File: src/rtl/fetch_pkg.sv
// Shared types and constants for the IF/ID buffer and its neighbours.
// The optional stall counter in the top is enabled with IFID_STALL_COUNT_EN.
package fetch_pkg;

  localparam int PC_W    = 18;
  localparam int INSTR_W = 32;

  localparam logic [INSTR_W-1:0] NOP_INSTRUCTION = 32'h0000_0000;
  localparam logic [15:0]        STALL_MAX       = 16'hFFFF;

  typedef enum logic [1:0] {
    EMPTY = 2'd0,
    ONE   = 2'd1,
    FULL  = 2'd2
  } buf_state_t;

  typedef struct packed {
    logic [PC_W-1:0]    pc;
    logic [INSTR_W-1:0] instruction;
  } fetch_entry_t;

endpackage

File: src/rtl/ifid_entry_reg.sv
// Load-enabled holding register for one {pc, instruction} entry of the IF/ID buffer.
// Cleared asynchronously so no stale entry survives a reset.
module ifid_entry_reg
  import fetch_pkg::*;
#(
  parameter type entry_t = fetch_entry_t
) (
  input  logic   clock,
  input  logic   reset,
  input  logic   i_load,
  input  entry_t i_d,
  output entry_t o_q
);

  entry_t r_q;

  always_ff @(posedge clock or posedge reset) begin
    if (reset) begin
      r_q <= '0;
    end else if (i_load) begin
      r_q <= i_d;
    end
  end

  assign o_q = r_q;

endmodule

File: src/rtl/fetch_decode_buffer.sv
// 2-entry elastic IF/ID buffer: head/tail entry registers plus an EMPTY/ONE/FULL FSM.
// Define IFID_STALL_COUNT_EN to add the saturating stall_count output.
module fetch_decode_buffer
  import fetch_pkg::*;
#(
  parameter int PC_WIDTH          = PC_W,
  parameter int INSTRUCTION_WIDTH = INSTR_W
) (
  input  logic                         clock,
  input  logic                         reset,
  input  logic                         in_valid,
  input  logic [PC_WIDTH-1:0]          in_pc,
  input  logic [INSTRUCTION_WIDTH-1:0] in_instruction,
  output logic                         in_ready,
  output logic                         out_valid,
  output logic [PC_WIDTH-1:0]          out_pc,
  output logic [INSTRUCTION_WIDTH-1:0] out_instruction,
  input  logic                         out_ready,
  input  logic                         flush
`ifdef IFID_STALL_COUNT_EN
  ,
  output logic [15:0]                  stall_count
`endif
);

  typedef struct packed {
    logic [PC_WIDTH-1:0]          pc;
    logic [INSTRUCTION_WIDTH-1:0] instruction;
  } entry_t;

  buf_state_t r_state;
  buf_state_t w_state_next;
  logic       r_in_ready;
  logic       w_not_empty;
  logic       w_push;
  logic       w_pop;
  logic       w_head_load;
  logic       w_tail_load;
  entry_t     w_in_entry;
  entry_t     w_head_d;
  entry_t     w_head_q;
  entry_t     w_tail_q;

  assign w_not_empty = (r_state != EMPTY);
  assign w_push      = in_valid & r_in_ready & ~flush;
  assign w_pop       = w_not_empty & out_ready;
  assign w_in_entry  = '{pc: in_pc, instruction: in_instruction};

  // in_ready is a flop tracking the next state, so it never depends on out_ready in-cycle
  always_ff @(posedge clock or posedge reset) begin
    if (reset) begin
      r_state    <= EMPTY;
      r_in_ready <= 1'b1;
    end else begin
      r_state    <= w_state_next;
      r_in_ready <= (w_state_next != FULL);
    end
  end

  always_comb begin
    w_state_next = r_state;
    if (flush) begin
      w_state_next = EMPTY;
    end else begin
      case (r_state)
        EMPTY: begin
          if (w_push) w_state_next = ONE;
        end
        ONE: begin
          if (w_push && !w_pop)      w_state_next = FULL;
          else if (w_pop && !w_push) w_state_next = EMPTY;
        end
        FULL: begin
          if (w_pop) w_state_next = ONE;
        end
        default: w_state_next = EMPTY;
      endcase
    end
  end

  always_comb begin
    in_ready        = r_in_ready;
    out_valid       = w_not_empty;
    out_pc          = '0;
    out_instruction = INSTRUCTION_WIDTH'(NOP_INSTRUCTION);
    if (w_not_empty) begin
      out_pc          = w_head_q.pc;
      out_instruction = w_head_q.instruction;
    end
  end

  // On a simultaneous push/pop in ONE the new entry goes straight to the head
  always_comb begin
    w_head_load = 1'b0;
    w_tail_load = 1'b0;
    w_head_d    = w_in_entry;
    if (!flush) begin
      case (r_state)
        EMPTY: w_head_load = w_push;
        ONE: begin
          w_head_load = w_push & w_pop;
          w_tail_load = w_push & ~w_pop;
        end
        FULL: begin
          w_head_load = w_pop;
          w_head_d    = w_tail_q;
        end
        default: begin
          w_head_load = 1'b0;
        end
      endcase
    end
  end

  ifid_entry_reg #(
    .entry_t (entry_t)
  ) u_head (
    .clock  (clock),
    .reset  (reset),
    .i_load (w_head_load),
    .i_d    (w_head_d),
    .o_q    (w_head_q)
  );

  ifid_entry_reg #(
    .entry_t (entry_t)
  ) u_tail (
    .clock  (clock),
    .reset  (reset),
    .i_load (w_tail_load),
    .i_d    (w_in_entry),
    .o_q    (w_tail_q)
  );

`ifdef IFID_STALL_COUNT_EN
  logic [15:0] r_stall_count;

  // Flush deliberately leaves the count alone; only reset clears it
  always_ff @(posedge clock or posedge reset) begin
    if (reset) begin
      r_stall_count <= '0;
    end else if (w_not_empty && !out_ready && (r_stall_count != STALL_MAX)) begin
      r_stall_count <= r_stall_count + 16'd1;
    end
  end

  assign stall_count = r_stall_count;
`endif

endmodule

File: config.mk
export PLATFORM = sky130hd
export DESIGN_NAME = fetch_decode_buffer
export DESIGN_NICKNAME = d
export VERILOG_FILES = /design/src/rtl/fetch_pkg.sv /design/src/rtl/ifid_entry_reg.sv /design/src/rtl/fetch_decode_buffer.sv
export SDC_FILE = /design/constraint.sdc
export NUM_CORES = 1
export LEC_CHECK = 0
export BUFFER_PORTS_ARGS = -buffer_cell sky130_fd_sc_hd__buf_2
export CORE_ASPECT_RATIO = 0.6
export CORE_UTILIZATION = 50
export CTS_CLUSTER_SIZE = 25
export DETAILED_ROUTE_END_ITERATION = 10
export PLACE_DENSITY = 0.75
export SYNTH_ARGS = -nofsm -noshare
export SYNTH_HDL_FRONTEND = slang
export SYNTH_SLANG_ARGS = --single-unit
File: constraint.sdc
create_clock -name clock -period 4.8 [get_ports clock]
set_input_delay 0.96 -clock clock [delete_from_list [all_inputs] [get_ports clock]]
set_output_delay 0.96 -clock clock [all_outputs]
set_load 0.005 [all_outputs]
# After elaboration in Yosys (flattened, before gate mapping)
# Cells that the tools add are included.
# W data, S select, Z words.
# totals
output_inout_bits,52
reg_bits,103
in_bits,55
wordCells,36
# op_classes
n_eq_ne,3
bitwise_logic,7
mux,14
reduce_logical,6
# ops
op,n
$mux W50,2
$mux W32,1
$mux W18,1
$mux W2,5
$pmux W2 S3,1
$and A1 B1 Y1,5
$mux W1,3
$pmux W1 S3,1
$eq A2 B1 Y1 const B,1
$eq A2 B2 Y1 const B,1
$logic_and A1 B1 Y1,2
$logic_not A1 Y1,2
$logic_not A2 Y1,1
$ne A2 B2 Y1 const B,1
$not A1 Y1,2
$reduce_bool A2 Y1,1

# Logic depth before layout (Yosys ltp)
# logic_depth
depth_word,9
depth_mapped,6
depth_no_buf,4

# Hierarchy
# Synthesis repeated with hierarchy kept, for this count alone.
# unflattened
cells_unflattened,346
area_unflattened_um2,5456.5
# by_module_without_submodules
mod,seq_area_each_um2,instances,cells_per_inst,area_per_inst_um2
ifid_entry_reg,1251.2,2,107,2117.0
fetch_decode_buffer,76.3,1,132,1222.4

# Least setup slack after synthesis
# Ideal clock, no wire load.
# synth_timing
kind,register to output
start,register r_state[0]
end,output port out_instruction[0]
stages_incl_launch_ff,4
t_arrival_ns,1.051
required_time_ns,3.840
slack_ns,2.789
path_buffers,1
path_cell_list,dfrtp_1 -> nor2_1 -> clkbuf_1 -> nor2b_1
# synth_via
elab_chain_cells,2
# synth_lines
item,line,text
"start, declared",fetch_decode_buffer.sv:31,buf_state_t r_state;
"start signal, assigned",fetch_decode_buffer.sv:55,r_state <= w_state_next;
$reduce_bool A2 Y1,fetch_decode_buffer.sv:44,assign w_not_empty = (r_state != EMPTY);
$mux W32,fetch_decode_buffer.sv:86,if (w_not_empty) begin
"end, declared",fetch_decode_buffer.sv:17,"output logic [INSTRUCTION_WIDTH-1:0] out_instruction,"
# No other way between the ends.

# Worst setup path after layout
# layout_timing
start,register r_state[0]
end,output port out_instruction[8]
# The elaborated chain is that of the path after synthesis.

==> flow_summary.yaml <==
clock_network:
  cts-resized-gates: 0
  postCtsHoldBufs: 0
  cts_tree: "done"
  cts.sink_count: 103
  insertion_delay_ns: 0.34
  h-tree-depth: 3
  cts_root_buffer: "clkbuf_16"
  numCtsBuffers: 9
  clk_pin_slew_ns: 0.07
  clockBufferDepth: 2
  cts_setup_buffers: 0
placed_design:
  globalplace.congestion: 0.745
  dpl_cell_area_um2: 5270
  io_buffers: 106
  hpwl_um: 6080
outcome:
  status: "finished, final reports clean"
timing:
  tns_ns: 0
  rsz0062_at_grt: "false"
  min_period_ns: 3.03
  fmaxAchievable_mhz: 330
  fin_crit_sh: 0.631
  slew_viol_final: 0
  relSlewSlack: 0.347
  tightest_slew_ns: 0.980
  setup_viol: 0
  final_hold_viol_count: 0
  fin_skew_ns: 0.00410
setup_path:
  path_class: "reg -> out"
  startpoint: "r_state[0]"
  slowest_stage: "nor2_4"
  worstPathCellList: "nor2_4 > buf_4 > nor2b_1 > buf_2"
  crit_fanout: 29
  max_stage_delay_ns: 0.51
  worstPathRequired_ns: 3.84
  cp-end-kind: "output pin"
  start_kind: "register"
  arrival_ns: 2.07
  worst_r2r_startpoint: "r_state[1]"
layout:
  finalNetCount: 548
  finalInstanceArea_um2: 5550
  layout_common_cells: "106 x buf_2, 102 x dfrtp_1, 53 x nor2_1, 51 x nor2b_1, 51 x a21oi_1"
  drive_gt1_frac: 0.337
  final_common_cell: "buf_2"
  syn2layout_area_growth_pct: 17.2
  seqCellArea_um2: 2580
  nFillCells: 797
  multiInputGateArea_um2: 1950
floorplan:
  coreArea_um2: 9190
  placementRows: 27
  floorplan.initialDensity: 0.515
  die_area_um2: 9870
  die_x_um: 128
  fp.dieH_um: 77.4
  ioPinCount: 107
synth:
  synthArstFlopShare: 1.00
  synthCells: 398
  synth_edf_count: 0
  synth-seq-cells: 103
  synth_nets: 453
  synth_area_um2: 4730
  avgSynthCellArea_um2: 11.9
  synthFlopType: "dfrtp_1"
  synth.top_cell.area_share: 0.539
  ys_top_cells_by_area: "dfrtp_1 54%, mux2i_1 11%, mux2_2 8.3%, nor2b_1 6.7%, a21oi_1 5.4%"
  synth_top_area_cell: "dfrtp_1"
  yosysSeqAreaShare: 0.545
  yosysWarnings: 0
  synth_cell_types: 22
pwr:
  fin_total_pwr_mw: 2.27
  ir_worst_vdd_uv: 229
  p_leak_nw: 2.48
  power_density_nw_per_um2: 410
flow_run:
  maxCapViolations: 0
detailed_routing:
  wl_per_cell_um: 15.2
  drc: 0
  detail_route.first_pass.iterations: 4
  ant_nets: 0
  drt-initial-drc-count: 218
  via_per_inst: 5.11
  wl_um: 9550
  vias: 3206
global_route:
  antenna_found_initial: 2
  grt_max_degree: 101
  grt-ovfl-total: 0
  grt_pass1_vias: 3179
  grt_pass1_wl_um: 15600
  track_usage: 0.206
worst_hold_path:
  min-delay-path-class: "reg -> reg"
  min_from: "u_tail.o_q[21]"
[cell usage after synthesis (2+ instances only)]
cell and n:
mux2_2 35, mux2i_1 50, clkbuf_1 5, buf_12 6, dfrtp_1 102, a21oi_1 51
mux2_1 15, buf_2 16, nor2b_1 51, inv_1 2, nor2_1 54
[cells by family after synthesis]
family                    after synthesis  synth area share
muxes                                 100             0.225
buffers and inverters                  29            0.0478
xor gates and xnor gates                1           0.00185
AOI/OAI and AO/OA                      53            0.0592
DFF                                   103             0.545
and+or+nand+nor                       112             0.122
[final timing paths]
| path | end | slack, ns | cells after the start |
|---|---|---|---|
| max reg2reg | u_head.o_q[10] | 2.25 | 5 |
| min reg2reg | u_tail.o_q[21] | 0.49 | 1 |
| max in group asynchronous | u_tail.o_q[22] | 3.04 | 3 |
| min in group asynchronous | u_head.o_q[39] | 0.82 | 2 |
| max | out_instruction[8] | 1.77 | 4 |
| min | u_tail.o_q[21] | 0.49 | 1 |
[where the power goes]
part / total [mW] / leakage (nW) / switching [mW] / internal, mW
Sequential: 1.19 / 1.20 / 0.106 / 1.08
Combinational: 0.412 / 1.14 / 0.184 / 0.227
Clock: 0.677 / 0.129 / 0.303 / 0.373
[worst max-delay path: cells and delay by family (launching register included)]
| kind | cells | cell delay (ns) |
|---|---|---|
| DFF | 1 | 0.49 |
| buffers and inverters | 2 | 0.58 |
| and+or+nand+nor | 2 | 0.65 |
[per-layer routing]
metal,vias up,GRT usage,wire (um)
met1,1575,0.277,4530
met3,10,0.0738,583
li1,1541,-,-
met2,78,0.316,4330
met5,-,0,17
met4,2,0.0553,83
[metrics by stage]
| stage | setup WS [ns] | utilization | hold WS (ns) | instances |
|---|---|---|---|---|
| 4_1_cts | 1.75 | 0.603 | 0.498 | 626 |
| 5_1_grt | 1.67 | 0.604 | 0.512 | 627 |
| 2_1_floorplan | 1.14 | - | 0.464 | 398 |
| 3_3_place_gp | 1.85 | 0.574 | 0.473 | 612 |
| 6_report | 1.77 | 0.604 | 0.493 | 627 |
| 3_5_place_dp | 1.83 | 0.574 | 0.483 | 612 |
[flip-flops by register name, summed over array words and instances (netlist names)]
register and cells:
r_state 2, u_tail.o_q 50, u_head.o_q 50, in_ready 1
[cell type report]
type / instances / area share
antenna: 1 / 0.000451
clock buffer: 11 / 0.0456
clock inverter: 3 / 0.00361
inverter: 2 / 0.00180
multi-input combinational: 266 / 0.352
sequential: 103 / 0.465
tap: 130 / 0.0293
timing repair buffer: 111 / 0.102
Power figures use the tool's default switching activity.
